[config.mk]
export PLATFORM = sky130hd
export DESIGN_NAME = dmem_arbiter
export DESIGN_NICKNAME = d
export VERILOG_FILES = /design/src/rtl/dmem_arbiter.sv
export SDC_FILE = /design/constraint.sdc
export NUM_CORES = 1
export LEC_CHECK = 0
export ABC_AREA = 1
export CAP_MARGIN = 10
export CORE_MARGIN = 2
export CORE_UTILIZATION = 47
export CTS_BUF_LIST = sky130_fd_sc_hd__clkbuf_8
export DETAILED_ROUTE_END_ITERATION = 8
export GPL_TIMING_DRIVEN = 0
export PLACE_DENSITY = 0.89
export SYNTH_ARGS = -nofsm -noshare
export SYNTH_HDL_FRONTEND = slang
export SYNTH_SLANG_ARGS = --single-unit
[constraint.sdc]
create_clock -name clk -period 2.6 [get_ports clk]
set_input_delay 0.39 -clock clk [delete_from_list [all_inputs] [get_ports clk]]
set_output_delay 0.39 -clock clk [all_outputs]
set_load 0.05 [all_outputs]
[src/rtl/dmem_arbiter.sv]
// Round-robin req/gnt/ack arbiter sharing one sync-write/async-read data memory.
// Optional address range check: define DMEM_ARB_ADDR_CHECK_EN.
module dmem_arbiter #(
  parameter int AW    = 32,
  parameter int DW    = 32,
  parameter int DEPTH = 1024
) (
  input  logic          clk,
  input  logic          rst,
  input  logic          m0_req,
  input  logic          m0_we,
  input  logic [AW-1:0] m0_addr,
  input  logic [DW-1:0] m0_wdata,
  output logic          m0_gnt,
  output logic          m0_ack,
  output logic [DW-1:0] m0_rdata,
  output logic          m0_err,
  input  logic          m1_req,
  input  logic          m1_we,
  input  logic [AW-1:0] m1_addr,
  input  logic [DW-1:0] m1_wdata,
  output logic          m1_gnt,
  output logic          m1_ack,
  output logic [DW-1:0] m1_rdata,
  output logic          m1_err,
  output logic          mem_we,
  output logic [AW-1:0] mem_a,
  output logic [DW-1:0] mem_wd,
  input  logic [DW-1:0] mem_rd
);

  typedef enum logic [1:0] {
    IDLE,
    ACCESS,
    RESP
  } state_t;

  state_t        state;
  logic          last;
  logic          sel;
  logic          we_r;
  logic [AW-1:0] addr_r;
  logic [DW-1:0] wdata_r;
  logic          win;
  logic          bad;

  // On a tie the requester not served last wins
  assign win = m1_req & (~m0_req | ~last);

`ifdef DMEM_ARB_ADDR_CHECK_EN
  assign bad = (addr_r >= AW'(DEPTH));
`else
  // Constant 0; keeps DEPTH referenced in the unchecked build
  assign bad = 1'b0 && (DEPTH > 0);
`endif

  assign mem_a  = addr_r;
  assign mem_wd = wdata_r;
  assign mem_we = (state == ACCESS) & we_r & ~bad & ~rst;

  always_ff @(posedge clk) begin
    if (rst) begin
      state    <= IDLE;
      last     <= 1'b1;
      sel      <= 1'b0;
      we_r     <= 1'b0;
      addr_r   <= '0;
      wdata_r  <= '0;
      m0_gnt   <= 1'b0;
      m0_ack   <= 1'b0;
      m0_err   <= 1'b0;
      m0_rdata <= '0;
      m1_gnt   <= 1'b0;
      m1_ack   <= 1'b0;
      m1_err   <= 1'b0;
      m1_rdata <= '0;
    end else begin
      unique case (state)
        IDLE: begin
          if (m0_req | m1_req) begin
            sel     <= win;
            we_r    <= win ? m1_we    : m0_we;
            addr_r  <= win ? m1_addr  : m0_addr;
            wdata_r <= win ? m1_wdata : m0_wdata;
            m0_gnt  <= ~win;
            m1_gnt  <= win;
            state   <= ACCESS;
          end
        end
        ACCESS: begin
          m0_gnt <= 1'b0;
          m1_gnt <= 1'b0;
          if (sel) begin
            m1_ack <= 1'b1;
            m1_err <= bad;
            if (bad)
              m1_rdata <= '0;
            else if (!we_r)
              m1_rdata <= mem_rd;
          end else begin
            m0_ack <= 1'b1;
            m0_err <= bad;
            if (bad)
              m0_rdata <= '0;
            else if (!we_r)
              m0_rdata <= mem_rd;
          end
          state <= RESP;
        end
        RESP: begin
          m0_ack <= 1'b0;
          m1_ack <= 1'b0;
          m0_err <= 1'b0;
          m1_err <= 1'b0;
          last   <= sel;
          state  <= IDLE;
        end
        default: state <= IDLE;
      endcase
    end
  end

endmodule

Yosys cells after proc, flatten, opt, wreduce, memory -nomap -nowiden. Index checks and enable logic that the tools add are counted.

Bits in registers: 139. Logic and storage cells: 56.

Reduce and logical (&&, ||, !) cells: 9. Muxes and demuxes: 17. Eq/ne operators: 5. Bitwise gates (word level): 11.

Operators by type and width (count): $mux W32 (2); $pmux W1 S2 (6); $reduce_and A2 Y1 (4); $mux W1 (7); $ne A2 B2 Y1 const B (3); $not A1 Y1 (6); $reduce_and A3 Y1 (2); $pmux W2 S2 (1); $reduce_bool A2 Y1 (2); $and A1 B1 Y1 (3); $eq A2 B1 Y1 const B (1); $eq A2 B2 Y1 const B (1); $logic_not A2 Y1 (1); $mux W2 (1); $or A1 B1 Y1 (2).

Depth between registers and ports, before layout.
Depth after elaboration: 6. Mapped depth: 8. Depth with buffers taken out: 6.

Worst setup path after synthesis. Ideal clock, no wire load.

Path kind: register to output. From: reg state[1]. To: out mem_we. Arrival time: 1523 ps. Buffers on the path: 0. Stages on the path, launching flop included: 4. Required time: 2210 ps. Slack: 687 ps. Cells stage by stage: dfxtp_1 > inv_2 > nand2_2 > nor3_1.

Cells in the longest elaborated chain, start to end: 3.

RTL lines: start: declaration (line 38) `state_t state;`; start signal: assignment (line 63) `state <= IDLE;`; start signal: assignment (line 87) `state <= ACCESS;`; start signal: assignment (line 108) `state <= RESP;`; $eq A2 B1 Y1 (line 59) `assign mem_we = (state == ACCESS) & we_r & ~bad & ~rst;`; $and A1 B1 Y1 (2 in a row) (line 59); end: declaration (line 26) `output logic mem_we,`.

No other way between the ends.

Final worst setup path.
From: in rst. To: out mem_we.

Cells in the longest elaborated chain, start to end: 2.

RTL lines: start: declaration (line 9) `input logic rst,`; $not A1 Y1 (line 59); $and A1 B1 Y1 (line 59).

No other way between the ends.

==> results.txt <==
post-placement cell count -> 1,544
area post-placement -> 9970 um^2
Clock transition at path regs -> 0.07 ns
maximum VDD drop -> 306 uV
HP Class -> register to register
final critical-path required period -> 2.44 ns
number of design rule violations left after detail routing -> 0
Arr. time, crit path -> 2.05 ns
worst setup path category -> input pin to output port
number of port buffers -> 298
Slew HR -> 59.1%
placer congestion estimate -> 0.851
Final Setup Violations -> 0
netlist area before placement -> 6760 um^2
number of instances resized during post-cts repair -> 0
P per Cell Area -> 627 nW/um^2
final core utilization -> 74.5%
worst skew pair latency -> 0.44 ns
Fill cells -> 1,103
Final Slew Violations -> 0
number of buffers created by CTS -> 17
wire length reported by the detailed router -> 22.5 mm
mean number of vias per cell -> 4.81
average wire per cell in the routed design -> 14.3 um
Design Area, Final -> 10,400 um^2
I/O pin count -> 301
# Post-CTS Setup Buffers -> 0
TritonCTS clock tree -> yes
Tot GR Track Use -> 29.0%
CTS sink cnt -> 137
required time of the critical path -> 2.21 ns
detailed-router iteration count before antenna repair -> 7
Fmax achieved -> 410 MHz
startpoint of the worst setup timing path -> rst
Cell Rows -> 43
crit path max fanout -> 6
fraction of final layout cells with drive strength greater than 1 -> 6.09%
skew final -> 0.00792 ns
number of antenna violations at the first check in global routing -> 0
core area -> 14,000 um^2
number of buffers inserted for hold repair after clock tree synthesis -> 0
vias in the first global route -> 7,046
via count -> 7,583
synth unique cells -> 19
portion of the clock cycle consumed by the worst path in the final layout -> 93.8%
non-filler instance count after layout -> 1,575
depth of the worst register-to-register path -> 5
die outline width -> 124 um
post-DP HPWL -> 17.1 mm
initial core utilization -> 48.3%
number of diodes -> 0
accumulated negative setup slack -> 0 ns
Area Overhead vs Synth -> 54.1%
number of synthesis warnings -> 0
GR Overflow Total -> 0
hold path startpoint -> m1_ack
actual transition at the worst max-transition pin -> 0.612 ns
setup repair after global routing missed its margin -> false
H-Tree Depth -> 4
largest net degree at the start of global routing -> 17
number of instances in the synthesized netlist -> 1,065
flops & latches, synth -> 137
vertical die dimension -> 124 um
crit path capture type -> output port
leakage dissipation -> 4.71 nW
CTS root buffer -> sky130_fd_sc_hd__clkbuf_8
Startpoint Class -> input pin
max-cap check violation count -> 0
number of hold violations in the final report -> 0
number of DRC markers after the initial detailed-route iteration -> 532
hold path depth -> 2
final layout net count -> 1,549
average size of a mapped cell -> 6.35 um^2
maximum clock path buffer count -> 2
fraction of the yosys area taken by sequential cells -> 40.6%
Die ar. -> 15,400 um^2
residual antenna-violating net count after detailed routing -> 0
first-pass GRT wire length -> 34.2 mm
result of the run -> finished, final reports clean
source of the worst register-to-register timing path -> sel
-- critical path, cell delays in order --
cell and delay, ns:
sky130_fd_sc_hd__clkdlybuf4s50_1 0.52, sky130_fd_sc_hd__nor3_1 0.25, sky130_fd_sc_hd__clkdlybuf4s50_1 0.88
-- area by class of cell --
type	count	area [um^2]	share of cell area, %
Tap cell	180	225	2.16
Clock buffer	22	303	2.91
Clock inverter	9	144	1.38
Multi-Input combinational cell	747	3230	31.0
Inverter	105	394	3.78
Timing Repair Buffer	298	2980	28.6
Buffer	77	392	3.76
Sequential cell	137	2740	26.3
-- per-layer routing --
metal  GRT usage (%)  routed length, um
met3            8.75               1940
met1            31.7               8700
met4            11.6                655
met2            52.4              11200
met5               0                  0
-- cell families (layout without fill, tap and decap cells) --
group,after synthesis,after routing,share of synthesized area (%)
and+or+nand+nor,643,643,37.8
other,1,2,0.0555
DFF,137,137,40.6
buffers and inverters,182,511,11.6
AOI/OAI and AO/OA,102,102,9.96
-- report_power, final --
part,internal [mW],switching [mW]
registers,2.29,0.104
clock network,1.16,0.800
logic,0.816,1.37
total,4.26,2.27
-- path summary, 6_finish.rpt --
kind              slack, ns          end
setup / recovery       0.16       mem_we
hold / removal         0.44       m1_ack
setup reg to reg       1.05  m0_rdata[5]
hold reg to reg        0.44       m1_ack
-- sequential cells by signal, summed over array words and instances, names as in the netlist --
signal	count
m0_rdata	32
m1_rdata	32
mem_a	32
mem_wd	32
state	2
last	1
m0_ack	1
m0_gnt	1
m1_ack	1
m1_gnt	1
sel	1
we_r	1
-- Yosys cell counts, drive strengths merged --
library cell | instances | area, um^2
a21boi | 65 | 488
nor2 | 236 | 896
clkbuf | 26 | 97.6
dfxtp | 137 | 2740
inv | 104 | 390
nor3 | 1 | 5.00
buf | 51 | 294
conb | 1 | 3.75
a21oi | 37 | 185
nand2 | 307 | 1160
nand3 | 99 | 495
clkinv | 1 | 3.75
-- per-stage QoR --
step	total power, mW	hold slack [ns]	setup slack (ns)
after detailed placement	4.60	0.435	0.188
after global placement	4.57	0.434	0.178
final	6.54	0.444	0.160
after floorplan	3.78	0.451	0.687
after global routing	6.84	0.470	0.108
after CTS	6.55	0.446	0.164
-- layout by cell type (no fill, tap or decap), types with 9 or more instances in the layout --
| cell type | count |
|---|---|
| sky130_fd_sc_hd__nand2_1 | 305 |
| sky130_fd_sc_hd__a21boi_0 | 65 |
| sky130_fd_sc_hd__nor2_1 | 234 |
| sky130_fd_sc_hd__buf_2 | 37 |
| sky130_fd_sc_hd__inv_1 | 103 |
| sky130_fd_sc_hd__buf_4 | 9 |
| sky130_fd_sc_hd__clkbuf_1 | 26 |
| sky130_fd_sc_hd__nand3_1 | 99 |
| sky130_fd_sc_hd__dfxtp_1 | 137 |
| sky130_fd_sc_hd__clkbuf_8 | 22 |
| sky130_fd_sc_hd__clkdlybuf4s50_1 | 298 |
| sky130_fd_sc_hd__a21oi_1 | 37 |
(Power assumes the default switching activity.)
